--- src/rtl/fir_filter_pkg.sv ---
// Shared types and the rounding/saturation stage for the multi-channel FIR.
// Widths here match the default parameters of fir_filter_mc.
package fir_filter_pkg;

  localparam int FirOrder      = 15;
  localparam int FirChannels   = 4;
  localparam int FirDataWidth  = 16;
  localparam int FirCoeffWidth = 16;
  localparam int FirCoeffFrac  = 15;
  localparam int FirAddrWidth  = $clog2(FirOrder + 1);
  localparam int FirAccWidth   = FirDataWidth + FirCoeffWidth + FirAddrWidth;

  typedef enum logic [1:0] {
    IDLE,
    MAC,
    OUT
  } state_e;

  localparam logic signed [FirAccWidth-1:0] RoundHalf = FirAccWidth'(2 ** (FirCoeffFrac - 1));
  localparam logic signed [FirAccWidth-1:0] SatMax    = FirAccWidth'(2 ** (FirDataWidth - 1) - 1);
  localparam logic signed [FirAccWidth-1:0] SatMin    = ~SatMax;

  // Round half toward +inf, drop the coefficient fraction, clamp to the sample range.
  function automatic logic signed [FirDataWidth-1:0] sat_round(
    input logic signed [FirAccWidth-1:0] acc
  );
    logic signed [FirAccWidth-1:0] shifted;
    shifted = (acc + RoundHalf) >>> FirCoeffFrac;
    if (shifted > SatMax) return SatMax[FirDataWidth-1:0];
    if (shifted < SatMin) return SatMin[FirDataWidth-1:0];
    return shifted[FirDataWidth-1:0];
  endfunction

endpackage

--- src/rtl/fir_mac.sv ---
// Registered multiply-accumulate with clear/enable; on the last tap the rounded,
// saturated result is captured in the same edge as the final accumulation.
module fir_mac
  import fir_filter_pkg::*;
#(
  parameter int DataWidth  = FirDataWidth,
  parameter int CoeffWidth = FirCoeffWidth,
  parameter int AccWidth   = FirAccWidth
) (
  input  logic                         clk_i,
  input  logic                         rst_i,
  input  logic                         clr_i,
  input  logic                         en_i,
  input  logic                         last_i,
  input  logic signed [DataWidth-1:0]  sample_i,
  input  logic signed [CoeffWidth-1:0] coeff_i,
  output logic signed [DataWidth-1:0]  res_o
);

  logic signed [DataWidth+CoeffWidth-1:0] prod;
  logic signed [AccWidth-1:0]             acc_q, acc_d;
  logic signed [DataWidth-1:0]            res_q, res_d;

  assign prod = sample_i * coeff_i;

  always_comb begin
    acc_d = acc_q;
    res_d = res_q;
    if (clr_i) begin
      acc_d = '0;
    end else if (en_i) begin
      acc_d = acc_q + AccWidth'(prod);
    end
    if (en_i && last_i) res_d = sat_round(acc_d);
  end

  always_ff @(posedge clk_i or posedge rst_i) begin
    if (rst_i) begin
      acc_q <= '0;
      res_q <= '0;
    end else begin
      acc_q <= acc_d;
      res_q <= res_d;
    end
  end

  assign res_o = res_q;

endmodule

--- src/rtl/fir_filter_mc.sv ---
// Time-multiplexed FIR: one sample in flight, output request Order+2 cycles after the
// input grant; the result is held until data_out_gnt_i, and no input is taken meanwhile.
module fir_filter_mc
  import fir_filter_pkg::*;
#(
  parameter int    Order       = FirOrder,
  parameter int    NumChannels = FirChannels,
  parameter int    DataWidth   = FirDataWidth,
  parameter int    CoeffWidth  = FirCoeffWidth,
  parameter int    CoeffFrac   = FirCoeffFrac,
  localparam int   AddrWidth   = $clog2(Order + 1),
  localparam int   ChWidth     = (NumChannels > 1) ? $clog2(NumChannels) : 1,
  localparam int   AccWidth    = DataWidth + CoeffWidth + AddrWidth
) (
  input  logic                         clk_i,
  input  logic                         rst_i,
  input  logic                         data_in_req_i,
  output logic                         data_in_gnt_o,
  input  logic signed [DataWidth-1:0]  data_in_i,
  input  logic [ChWidth-1:0]           data_in_ch_i,
  output logic                         data_out_req_o,
  input  logic                         data_out_gnt_i,
  output logic signed [DataWidth-1:0]  data_out_o,
  output logic [ChWidth-1:0]           data_out_ch_o,
  input  logic                         coeff_we_i,
  output logic                         coeff_gnt_o,
  input  logic [AddrWidth-1:0]         coeff_addr_i,
  input  logic signed [CoeffWidth-1:0] coeff_i,
  input  logic                         clear_i
);

  localparam logic [AddrWidth-1:0] LastTap = AddrWidth'(Order);
  localparam logic [AddrWidth-1:0] NumTaps = AddrWidth'(Order + 1);

  state_e                      state_q, state_d;
  logic [ChWidth-1:0]          ch_q;
  logic [AddrWidth-1:0]        tap_q, tap_d, rd_idx, ptr_cur;
  logic signed [DataWidth-1:0] hist_q [NumChannels][Order+1];
  logic [AddrWidth-1:0]        wr_ptr_q [NumChannels];
  logic signed [CoeffWidth-1:0] coeff_q [Order+1];
  logic                        ch_ok, in_fire, mac_en, mac_last;

  if ((2 ** ChWidth) > NumChannels) begin : g_ch_chk
    assign ch_ok = (32'(data_in_ch_i) < NumChannels);
  end else begin : g_ch_all
    assign ch_ok = 1'b1;
  end

  always_comb begin
    state_d        = state_q;
    data_in_gnt_o  = 1'b0;
    coeff_gnt_o    = 1'b0;
    data_out_req_o = 1'b0;
    unique case (state_q)
      IDLE: begin
        if (!rst_i) begin
          data_in_gnt_o = data_in_req_i && !clear_i;
          coeff_gnt_o   = coeff_we_i && !data_in_req_i && !clear_i;
        end
        if (data_in_gnt_o && ch_ok) state_d = MAC;
      end
      MAC:     if (tap_q == LastTap) state_d = OUT;
      OUT: begin
        data_out_req_o = 1'b1;
        if (data_out_gnt_i) state_d = IDLE;
      end
      default: state_d = IDLE;
    endcase
  end

  assign in_fire  = data_in_gnt_o && ch_ok;
  assign mac_en   = (state_q == MAC);
  assign mac_last = mac_en && (tap_q == LastTap);
  assign tap_d    = in_fire ? '0 : (mac_en ? tap_q + AddrWidth'(1) : tap_q);

  // Newest sample sits at the latched write pointer; tap k looks k samples back.
  assign ptr_cur = wr_ptr_q[ch_q];
  assign rd_idx  = (ptr_cur >= tap_q) ? ptr_cur - tap_q : ptr_cur + NumTaps - tap_q;

  always_ff @(posedge clk_i or posedge rst_i) begin
    if (rst_i) begin
      state_q <= IDLE;
      ch_q    <= '0;
      tap_q   <= '0;
      for (int c = 0; c < NumChannels; c++) begin
        wr_ptr_q[c] <= '0;
        for (int k = 0; k <= Order; k++) hist_q[c][k] <= '0;
      end
      for (int k = 0; k <= Order; k++) coeff_q[k] <= '0;
    end else begin
      state_q <= state_d;
      tap_q   <= tap_d;
      if (in_fire) begin
        ch_q <= data_in_ch_i;
        hist_q[data_in_ch_i][wr_ptr_q[data_in_ch_i]] <= data_in_i;
      end
      if (mac_last) wr_ptr_q[ch_q] <= (ptr_cur == LastTap) ? '0 : ptr_cur + AddrWidth'(1);
      if (state_q == IDLE && clear_i) begin
        for (int c = 0; c < NumChannels; c++) begin
          wr_ptr_q[c] <= '0;
          for (int k = 0; k <= Order; k++) hist_q[c][k] <= '0;
        end
      end
      if (coeff_gnt_o) coeff_q[coeff_addr_i] <= coeff_i;
    end
  end

  fir_mac #(
    .DataWidth (DataWidth),
    .CoeffWidth(CoeffWidth),
    .AccWidth  (AccWidth)
  ) u_mac (
    .clk_i   (clk_i),
    .rst_i   (rst_i),
    .clr_i   (in_fire),
    .en_i    (mac_en),
    .last_i  (mac_last),
    .sample_i(hist_q[ch_q][rd_idx]),
    .coeff_i (coeff_q[tap_q]),
    .res_o   (data_out_o)
  );

  assign data_out_ch_o = ch_q;

endmodule

--- config.mk ---
export PLATFORM = sky130hd
export DESIGN_NAME = fir_filter_mc
export DESIGN_NICKNAME = d
export VERILOG_FILES = /design/src/rtl/fir_filter_pkg.sv /design/src/rtl/fir_mac.sv /design/src/rtl/fir_filter_mc.sv
export SDC_FILE = /design/constraint.sdc
export NUM_CORES = 2
export LEC_CHECK = 0
export ABC_AREA = 1
export CAP_MARGIN = 10
export CORE_UTILIZATION = 54
export DETAILED_ROUTE_END_ITERATION = 6
export PLACE_DENSITY = 0.7
export SYNTH_ARGS = -nofsm -noshare
export SYNTH_HDL_FRONTEND = slang
export SYNTH_HIERARCHICAL = 1
export SYNTH_SLANG_ARGS = --single-unit
--- constraint.sdc ---
create_clock -name clk_i -period 44.4 [get_ports clk_i]
set_input_delay 4.44 -clock clk_i [delete_from_list [all_inputs] [get_ports clk_i]]
set_output_delay 4.44 -clock clk_i [all_outputs]
set_load 0.1 [all_outputs]
==> run metrics <==
Clock Root Buffer=clkbuf_16; first-pass GRT wire length=413500 um; total die area=150000 um2; Num CTS Buffers=152; register area share after synthesis=42.33%; CP Launch Type=register; initial antenna violation count=0; Starting Density=54.35%; FP Rows=141; H-tree levels=4; RSZ-0062 raised after global routing=no; failing checks=DRC; Post-Syn Instances=10840; worst-path maximum fanout=71; core area=147500 um2; post_cts resized=0; dpl hpwl=163100 um; WP data required=45.08 ns; Num Clock Sinks=1356; final WL=262500 um; Final nets=10870; All-Layer GR Usage=35.12%; count of pins over their slew limit=0; Yosys reg bits=1356; Rel. slew slack=15.95%; CTS tree=done; drt initial violations=8049; Syn Nets=11310; layout cells sized above 1=5.513%; DRT Pass-1 Iters=7; post-layout minimum cycle time=13.25 ns; crit end category=register; Yosys cell types=47; R2R Setup Slk=31.15 ns; I/O pin count=65; fillers=13580; ys flop type=dfrtp_1; antenna-violating nets left=0; top post-synthesis cells by area=dfrtp_1 (42%), nand2_1 (22%), nand3_1 (10%); final setup vio count=0; CP max-delay cell=buf_4; CP most frequent cell=nand2_1; Syn Area/Cell=7.396 um2; CTS max path bufs=3; Clock Latency Late Sink=0.82 ns; count leader, synth=nand2_1; Area Overhead vs Synth=7.870%; remaining global-route overflow=0; vias per cell=5.806; Post-synth EDFFs=0; Synth warnings=6; worst min path class=reg -> reg; pin count of the biggest net entering global routing=222; routability cong.=0.9502; die span in x=387.3 um; Hold Fails Final Rpt=0; Avg WL per Cell=21.08 um; largest area contributor in the netlist=dfrtp_1; Mapped Area=80160 um2; Worst path max stage delay=0.76 ns; vias in the first global route=70440; port bufs=64; post-synth top area share=42.33%; Max Cap Viol=0; top post-synthesis cells by count=nand2_1 (4694), nand3_1 (1663), dfrtp_1 (1356), inv_1 (761), clkbuf_1 (567); Setup Fix Bufs, Post-CTS=0; FMAX=75.49 MHz; Die H=387.3 um; vias=72290; Post-Route Skew=0.07601 ns; Async S/R FF share, synth=100.0%; Clk pin slew, worst setup/hold paths=0.06 ns; critical path class=reg -> reg; status=finished, violations left; fin crit share=29.83%; Setup TNS=0 ns; WP data arrival=13.93 ns; drc violations=2; worst slew pin tran=1.261 ns; hold_buf cts=0
## worst max-delay path: cells and delay by family, from the launching register on
| kind | cells | cell delay, ns |
|---|---|---|
| compound gates | 4 | 0.76 |
| fa+ha+maj | 9 | 4.01 |
| buf+inv | 16 | 3.52 |
| flops | 1 | 0.75 |
| simple gates | 24 | 3.84 |
## kinds of logic (layout without fill, tap and decap cells)
kind of cell | after synthesis | in the layout | share of synthesized area, %
compound gates | 585 | 585 | 3.941
xor+xnor | 28 | 28 | 0.3059
fa+ha+maj | 428 | 428 | 9.631
buf+inv | 1593 | 1275 | 7.806
flops | 1356 | 1356 | 42.33
other cells | 0 | 2 | 0
simple gates | 6848 | 6848 | 35.98
## sequential cells by signal, indices dropped and copies added, names as in the netlist
| signal | cells |
|---|---|
| wr_ptr_q | 16 |
| u_mac/acc_q | 36 |
| coeff_q | 256 |
| hist_q | 1024 |
| state_q | 2 |
| u_mac/res_o | 16 |
| tap_q | 4 |
| data_out_ch_o | 2 |
## final timing paths
kind | startpoint | endpoint | depth (start not counted)
setup reg to reg | data_out_ch_o[1]$_DFFE_PP0P_ | u_mac/res_o[6]$_DFFE_PP0P_ | 53
hold reg to reg | coeff_q[236]$_DFFE_PP0P_ | coeff_q[236]$_DFFE_PP0P_ | 2
min in group asynchronous | rst_i | hist_q[131]$_DFFE_PP0P_ | 2
max in group asynchronous | rst_i | hist_q[339]$_DFFE_PP0P_ | 6
setup / recovery | data_out_ch_o[1]$_DFFE_PP0P_ | u_mac/res_o[6]$_DFFE_PP0P_ | 53
hold / removal | coeff_q[236]$_DFFE_PP0P_ | coeff_q[236]$_DFFE_PP0P_ | 2
## through the flow
stage / worst slack [ns] / instance area [um2] / hold slack [ns] / std cells / util [%]
after floorplan: 3.186 / 80160 / 0.4478 / 10840 / -
after global placement: 31.76 / 81150 / 0.4603 / 12170 / 55.02
after detailed placement: 31.64 / 81150 / 0.4676 / 12170 / 55.02
after CTS: 31.57 / 86430 / 0.4826 / 12450 / 58.60
after global routing: 30.64 / 86460 / 0.4960 / 12450 / 58.62
final: 31.15 / 86470 / 0.4767 / 12450 / 58.63
## placed cells by master (no fill, tap or decap), drive strengths merged, types with 100 or more instances in the layout
cell type,n
dfrtp,1356
nand4,100
nor2,265
fa,315
inv,832
clkbuf,228
ha,113
o21ai,416
nand3,1716
nand2,4735
## layer usage
layer	wire (um)	global-route usage, %	vias to the layer above
met5	0	0	-
met4	15360	18.82	0
met3	23230	5.648	760
met2	121200	55.37	3657
met1	102800	46.66	34780
li1	-	-	33100
## cell type report
type | count | area (um2) | share of cell area, %
multi-input cells | 7889 | 40170 | 46.46
flip-flops and latches | 1356 | 33940 | 39.26
clock buffers | 228 | 4532 | 5.241
inverters | 835 | 3169 | 3.665
well taps | 1930 | 2415 | 2.793
repair buffers | 163 | 1479 | 1.710
clock inverters | 49 | 750.7 | 0.8682
diodes | 2 | 5.005 | 0.005788
Power is not shown: default switching activity piles up to over one toggle a cycle in this logic, so the estimate is an artifact.
